`config.mk`:
```
export PLATFORM = sky130hd
export DESIGN_NAME = muldiv_unit
export DESIGN_NICKNAME = d
export VERILOG_FILES = /design/src/rtl/muldiv_pkg.sv /design/src/rtl/muldiv_unit_div_step.sv /design/src/rtl/muldiv_unit.sv
export SDC_FILE = /design/constraint.sdc
export NUM_CORES = 1
export LEC_CHECK = 0
export ABC_AREA = 1
export ABC_CLOCK_PERIOD_IN_PS = 6500
export CORE_UTILIZATION = 53
export CTS_CLUSTER_DIAMETER = 50
export DETAILED_ROUTE_END_ITERATION = 10
export PLACE_DENSITY = 0.88
export SLEW_MARGIN = 10
export SYNTH_ARGS = -nofsm -noshare
export SYNTH_HDL_FRONTEND = slang
export SYNTH_SLANG_ARGS = --single-unit
```
`constraint.sdc`:
```
create_clock -name clk -period 6.5 [get_ports clk]
set_input_delay 1.3 -clock clk [delete_from_list [all_inputs] [get_ports clk]]
set_output_delay 1.3 -clock clk [all_outputs]
set_load 0.1 [all_outputs]
```
`src/rtl/muldiv_pkg.sv`:
```
// Shared op encodings, FSM state type and op-decode helpers for muldiv_unit.
// Build option MULDIV_FAST_MUL_EN (see muldiv_unit) selects the single-cycle multiplier.
package muldiv_pkg;

  localparam logic [1:0] MD_MULTU = 2'b00;
  localparam logic [1:0] MD_MULT  = 2'b01;
  localparam logic [1:0] MD_DIVU  = 2'b10;
  localparam logic [1:0] MD_DIV   = 2'b11;

  typedef enum logic [1:0] {
    IDLE,
    MUL,
    DIV,
    DONE
  } md_state_t;

  function automatic logic md_is_div(input logic [1:0] op);
    return (op == MD_DIVU) || (op == MD_DIV);
  endfunction

  function automatic logic md_is_signed(input logic [1:0] op);
    return (op == MD_MULT) || (op == MD_DIV);
  endfunction

endpackage

```
`src/rtl/muldiv_unit_div_step.sv`:
```
// One restoring-division iteration: shift in the next dividend bit and subtract the
// divisor if it fits, producing the new partial remainder and quotient bit.
module div_step #(
  parameter int unsigned WIDTH = 32
) (
  input  logic [WIDTH-1:0] i_rem,
  input  logic             i_bit,
  input  logic [WIDTH-1:0] i_divisor,
  output logic [WIDTH-1:0] o_rem,
  output logic             o_q
);

  logic [WIDTH:0] w_shift;

  assign w_shift = {i_rem, i_bit};
  assign o_q     = (w_shift >= {1'b0, i_divisor});
  // The true difference is below the divisor, so modulo-2^WIDTH subtraction is exact.
  assign o_rem   = o_q ? (w_shift[WIDTH-1:0] - i_divisor) : w_shift[WIDTH-1:0];

endmodule

```
`src/rtl/muldiv_unit.sv`:
```
// Iterative signed/unsigned multiply/divide engine with start/ready handshake and annul.
// Define MULDIV_FAST_MUL_EN to replace the shift-add multiply with a one-cycle multiplier.
module muldiv_unit
  import muldiv_pkg::*;
#(
  parameter int unsigned WIDTH = 32
) (
  input  logic               clk,
  input  logic               rst,
  input  logic               start_i,
  input  logic [1:0]         op_i,
  input  logic [WIDTH-1:0]   opdata1_i,
  input  logic [WIDTH-1:0]   opdata2_i,
  input  logic               annul_i,
  output logic               busy_o,
  output logic               ready_o,
  output logic [2*WIDTH-1:0] result_o,
  output logic               div_by_zero_o
);

  localparam int unsigned     CntW    = $clog2(WIDTH) + 1;
  localparam logic [CntW-1:0] LastCnt = CntW'(WIDTH);

  md_state_t          r_state;
  logic [CntW-1:0]    r_cnt;
  logic               r_is_div;
  logic               r_sgn_a;
  logic               r_sgn_b;
  logic               r_busy;
  logic               r_ready;
  logic               r_div0;
  logic [WIDTH-1:0]   r_dividend;
  logic [WIDTH-1:0]   r_opb;
  logic [2*WIDTH-1:0] r_work;
  logic [2*WIDTH-1:0] r_result;

  logic               w_is_div;
  logic               w_neg_a;
  logic               w_neg_b;
  logic [WIDTH-1:0]   w_abs_a;
  logic [WIDTH-1:0]   w_abs_b;
  logic [2*WIDTH-1:0] w_mul_init;
  logic [WIDTH-1:0]   w_div_rem;
  logic               w_div_q;
  logic [2*WIDTH-1:0] w_div_next;
  logic [WIDTH-1:0]   w_quot;
  logic [WIDTH-1:0]   w_rem;
  logic [2*WIDTH-1:0] w_fixed;

  assign w_is_div = md_is_div(op_i);
  assign w_neg_a  = md_is_signed(op_i) & opdata1_i[WIDTH-1];
  assign w_neg_b  = md_is_signed(op_i) & opdata2_i[WIDTH-1];
  assign w_abs_a  = w_neg_a ? -opdata1_i : opdata1_i;
  assign w_abs_b  = w_neg_b ? -opdata2_i : opdata2_i;

`ifdef MULDIV_FAST_MUL_EN
  assign w_mul_init = {{WIDTH{1'b0}}, w_abs_a} * {{WIDTH{1'b0}}, w_abs_b};
`else
  logic [WIDTH:0]     w_mul_sum;
  logic [2*WIDTH-1:0] w_mul_next;

  // Working register is {partial product, multiplier}; r_opb holds the multiplicand.
  assign w_mul_init = {{WIDTH{1'b0}}, w_abs_b};
  assign w_mul_sum  = {1'b0, r_work[2*WIDTH-1:WIDTH]} + (r_work[0] ? {1'b0, r_opb} : '0);
  assign w_mul_next = {w_mul_sum, r_work[WIDTH-1:1]};
`endif

  // Working register is {partial remainder, remaining dividend / quotient bits}.
  div_step #(
    .WIDTH(WIDTH)
  ) u_div_step (
    .i_rem    (r_work[2*WIDTH-1:WIDTH]),
    .i_bit    (r_work[WIDTH-1]),
    .i_divisor(r_opb),
    .o_rem    (w_div_rem),
    .o_q      (w_div_q)
  );

  assign w_div_next = {w_div_rem, r_work[WIDTH-2:0], w_div_q};
  assign w_quot     = r_work[WIDTH-1:0];
  assign w_rem      = r_work[2*WIDTH-1:WIDTH];

  always_comb begin
    w_fixed = r_work;
    if (r_is_div) begin
      w_fixed[WIDTH-1:0]       = (r_sgn_a ^ r_sgn_b) ? -w_quot : w_quot;
      w_fixed[2*WIDTH-1:WIDTH] = r_sgn_a ? -w_rem : w_rem;
    end else if (r_sgn_a ^ r_sgn_b) begin
      w_fixed = -r_work;
    end
  end

  always_ff @(posedge clk or posedge rst) begin
    if (rst) begin
      r_state    <= IDLE;
      r_cnt      <= '0;
      r_is_div   <= 1'b0;
      r_sgn_a    <= 1'b0;
      r_sgn_b    <= 1'b0;
      r_busy     <= 1'b0;
      r_ready    <= 1'b0;
      r_div0     <= 1'b0;
      r_dividend <= '0;
      r_opb      <= '0;
      r_work     <= '0;
      r_result   <= '0;
    end else begin
      r_ready <= 1'b0;
      unique case (r_state)
        IDLE, DONE: begin
          r_state <= IDLE;
          if (start_i && !annul_i) begin
            r_state    <= w_is_div ? DIV : MUL;
            r_is_div   <= w_is_div;
            r_sgn_a    <= w_neg_a;
            r_sgn_b    <= w_neg_b;
            r_dividend <= opdata1_i;
            r_opb      <= w_is_div ? w_abs_b : w_abs_a;
            r_work     <= w_is_div ? {{WIDTH{1'b0}}, w_abs_a} : w_mul_init;
            r_cnt      <= '0;
            r_div0     <= 1'b0;
            r_busy     <= 1'b1;
          end
        end
        MUL: begin
          if (annul_i) begin
            r_state <= IDLE;
            r_busy  <= 1'b0;
`ifdef MULDIV_FAST_MUL_EN
          end else begin
`else
          end else if (r_cnt != LastCnt) begin
            r_work <= w_mul_next;
            r_cnt  <= r_cnt + 1'b1;
          end else begin
`endif
            r_state  <= DONE;
            r_busy   <= 1'b0;
            r_ready  <= 1'b1;
            r_result <= w_fixed;
          end
        end
        DIV: begin
          if (annul_i) begin
            r_state <= IDLE;
            r_busy  <= 1'b0;
          end else if (r_opb == '0) begin
            r_state  <= DONE;
            r_busy   <= 1'b0;
            r_ready  <= 1'b1;
            r_div0   <= 1'b1;
            r_result <= {r_dividend, {WIDTH{1'b1}}};
          end else if (r_cnt != LastCnt) begin
            r_work <= w_div_next;
            r_cnt  <= r_cnt + 1'b1;
          end else begin
            r_state  <= DONE;
            r_busy   <= 1'b0;
            r_ready  <= 1'b1;
            r_result <= w_fixed;
          end
        end
      endcase
    end
  end

  assign busy_o        = r_busy;
  assign ready_o       = r_ready;
  assign result_o      = r_result;
  assign div_by_zero_o = r_div0;

endmodule

```
==> results.ini <==
[floorplan]
num_io_pins=137
die_height_um=195.1
die_x_um=195.1
num_rows=70
core_um2=36700
die_area_um2=38080
start_util=0.5387

[run]
cap_violations=0

[global_routing]
track_usage=0.4299
antenna_found_initial=1
grt_max_degree=156
grt_pass1_wl_mm=124.8
grt_overflow=0
grt_pass1_vias=21000

[synthesis]
syn_inst=3333
postSynth.asyncResetShare=1.000
synth_area_um2=19770
yosysWarnings=0
synth_edf_count=0
synth.area.top_cells=dfrtp_1, nand2_1, inv_1
ys_seq_area_frac=0.2608
synthFlopType=dfrtp_1
synth_top_area_frac=0.2608
yosys.area.top_type=dfrtp_1
syn_area_per_cell_um2=5.931
yosysMostFrequentCell=nand2_1
yosys_register_bits=206
ys_types=53
synthesis.nets=3477
synth_commonest_cells=nand2_1, inv_1, nor2_1, nand3_1, dfrtp_1

[critical_path]
path_max_fanout=42
slowest_delay_ps=790
critPathCaptureType=register
worstPathArrival_ps=4500
cp_common_cell=buf_4
worst-path-stages=12
crit_buf_inv=5
critical_path_required_ps=6980
worstSetupPathType=reg -> reg
start_kind=register
path_cells=inv_1, ha_1, buf_4, inv_1, nor3_4, buf_4, nor2_1, nand2_2, nor2_4, buf_4, a22oi_1, nand2_1
crit_path_top_delay_cell=inv_1
reg2regPathDepth=12
path_delay_family=buffers and inverters

[layout]
nets=3554
fill_cells=3627
area_growth_pct=14.34
drive_above_1_share=0.04571
post-route-util=0.6159
final_cells=3904

[sta]
rsz0062_at_grt=no
clock-skew-final_ps=29.85
worst_slack_ps=2474
tightest_slew_ps=1103
whs_ps=474.1
fin_tns_setup_ps=0
fmaxAchievable_mhz=248.4
finalCritPeriodShare=0.6194
hold_viol_final=0
timing.final.max_slew_violations=0
finalSetupViolCount=0
relSlewSlack=0.2640
layout_min_cycle_time_ps=4026

[routing]
viasPerCell=6.045
first_pass_iters=7
vias=23600
drc_errors=0
ant_nets=0
drt_wl_total_mm=83.00
drt_iter0_drc=3063
wl_per_cell_um=21.26

[placement]
gp_congestion=1.121
port_buffers=136
dp_hpwl_mm=64.33
dp_cells=3842
dp_slack_ps=2546

[power_and_ir_drop]
ir_drop_mv=0.1819
power.leakage_uw=0.01176
power_density_nw_per_um2=280.1

[clock_tree]
cts.sinks=206
post-cts-setup-buffers=0
clk_pin_slew_ps=60
clock_latency_ps=560
cts_hold_buf=0
cts_max_level=2
cts_buffer_depth=3
numCtsBuffers=34
ctsResizeCount=0
root_buffer=clkbuf_16
tritoncts=built

[status]
status=complete, no violations

[worst_hold_path]
whs_path_depth=2
hp-class=reg -> reg

-- through the flow --
step,power [uW],area (um2)
after detailed placement,4297,21400
after CTS,6250,22600
after global placement,4277,21400
after global routing,6552,22600
after floorplan,3506,19770
final,6331,22600
-- worst register-to-register path, delay by kind of cell (launching register included) --
family / cells / cell delay, ps
DFF: 1 / 370
buffers and inverters: 5 / 2020
adders and majority gates: 1 / 190
AOI/OAI and AO/OA: 1 / 150
and+or+nand+nor: 5 / 1210
-- registers in the layout (all words and copies together) (netlist names) --
signal and cells:
r_cnt 6, busy_o 1, div_by_zero_o 1, r_opb 32
r_is_div 1, result_o 64, ready_o 1, r_sgn_a 1
r_sgn_b 1, r_dividend 32, r_state 2, r_work 64
-- final timing paths --
check / from / to / slack [ps]
setup / recovery: r_state[0] / r_work[30] / 2470
hold / removal: result_o[23] / result_o[23] / 470
hold reg to reg: result_o[23] / result_o[23] / 470
min in group asynchronous: rst / result_o[34] / 1330
max in group asynchronous: rst / r_work[62] / 4430
setup reg to reg: r_state[0] / r_work[30] / 2470
-- kinds of logic (layout without fill, tap and decap cells) --
| family | count (synthesis) | count (layout) | synth area share |
|---|---|---|---|
| and+or+nand+nor | 1931 | 1931 | 0.4085 |
| buffers and inverters | 566 | 668 | 0.1115 |
| AOI/OAI and AO/OA | 501 | 501 | 0.1472 |
| DFF | 206 | 206 | 0.2608 |
| adders and majority gates | 74 | 74 | 0.04759 |
| xor gates and xnor gates | 55 | 55 | 0.02437 |
| other | 0 | 1 | 0 |
-- cell usage in the layout, fill, tap and decap left out, types with 8 or more instances in the layout --
cell type           n
nor3_1             64
or2_2               8
o21ai_1            38
xnor2_1            16
nand3b_1           14
clkdlybuf4s50_1   136
xor2_1             39
a21o_1              9
nand3_1           285
inv_1             414
o221ai_1           13
o22ai_1            30
nand2_1          1159
nand2_2             8
clkbuf_16          35
nor2_2              8
ha_1               72
nor2_1            306
o211ai_1           52
a21oi_1           122
dfrtp_1           206
a22o_1             11
o21ai_0           178
a22oi_1            24
nand4_1            42
buf_4              23
inv_2              28
-- where the power goes --
| part | internal, uW | leakage (uW) | total (uW) | switching, uW |
|---|---|---|---|---|
| sequential | 1500 | 0.00268 | 1790 | 290 |
| clock | 1180 | 0.000569 | 1950 | 763 |
| combinational | 681 | 0.00852 | 2590 | 1910 |
| total | 3360 | 0.0118 | 6330 | 2970 |
-- routing by layer --
metal	vias up	share of wire	track usage	wire length (um)
met3	263	0.14	0.1136	11380
li1	10940	-	-	-
met4	2	0.061	0.2394	5092
met2	1619	0.40	0.6138	33590
met1	10780	0.40	0.5870	32920
met5	-	0.00018	0	15
-- area by class of cell --
class                   count  area (um2)  area share
well taps                 468       585.6     0.02591
clock buffers              38       897.1     0.03969
multi-input cells        2561       12420      0.5497
clock inverters            23       302.8     0.01340
repair buffers            160        1554     0.06875
diodes                      1       2.502   0.0001107
inverters                 447        1682     0.07440
flip-flops and latches    206        5155      0.2281
Note: power is estimated with default switching activity, not from simulation.
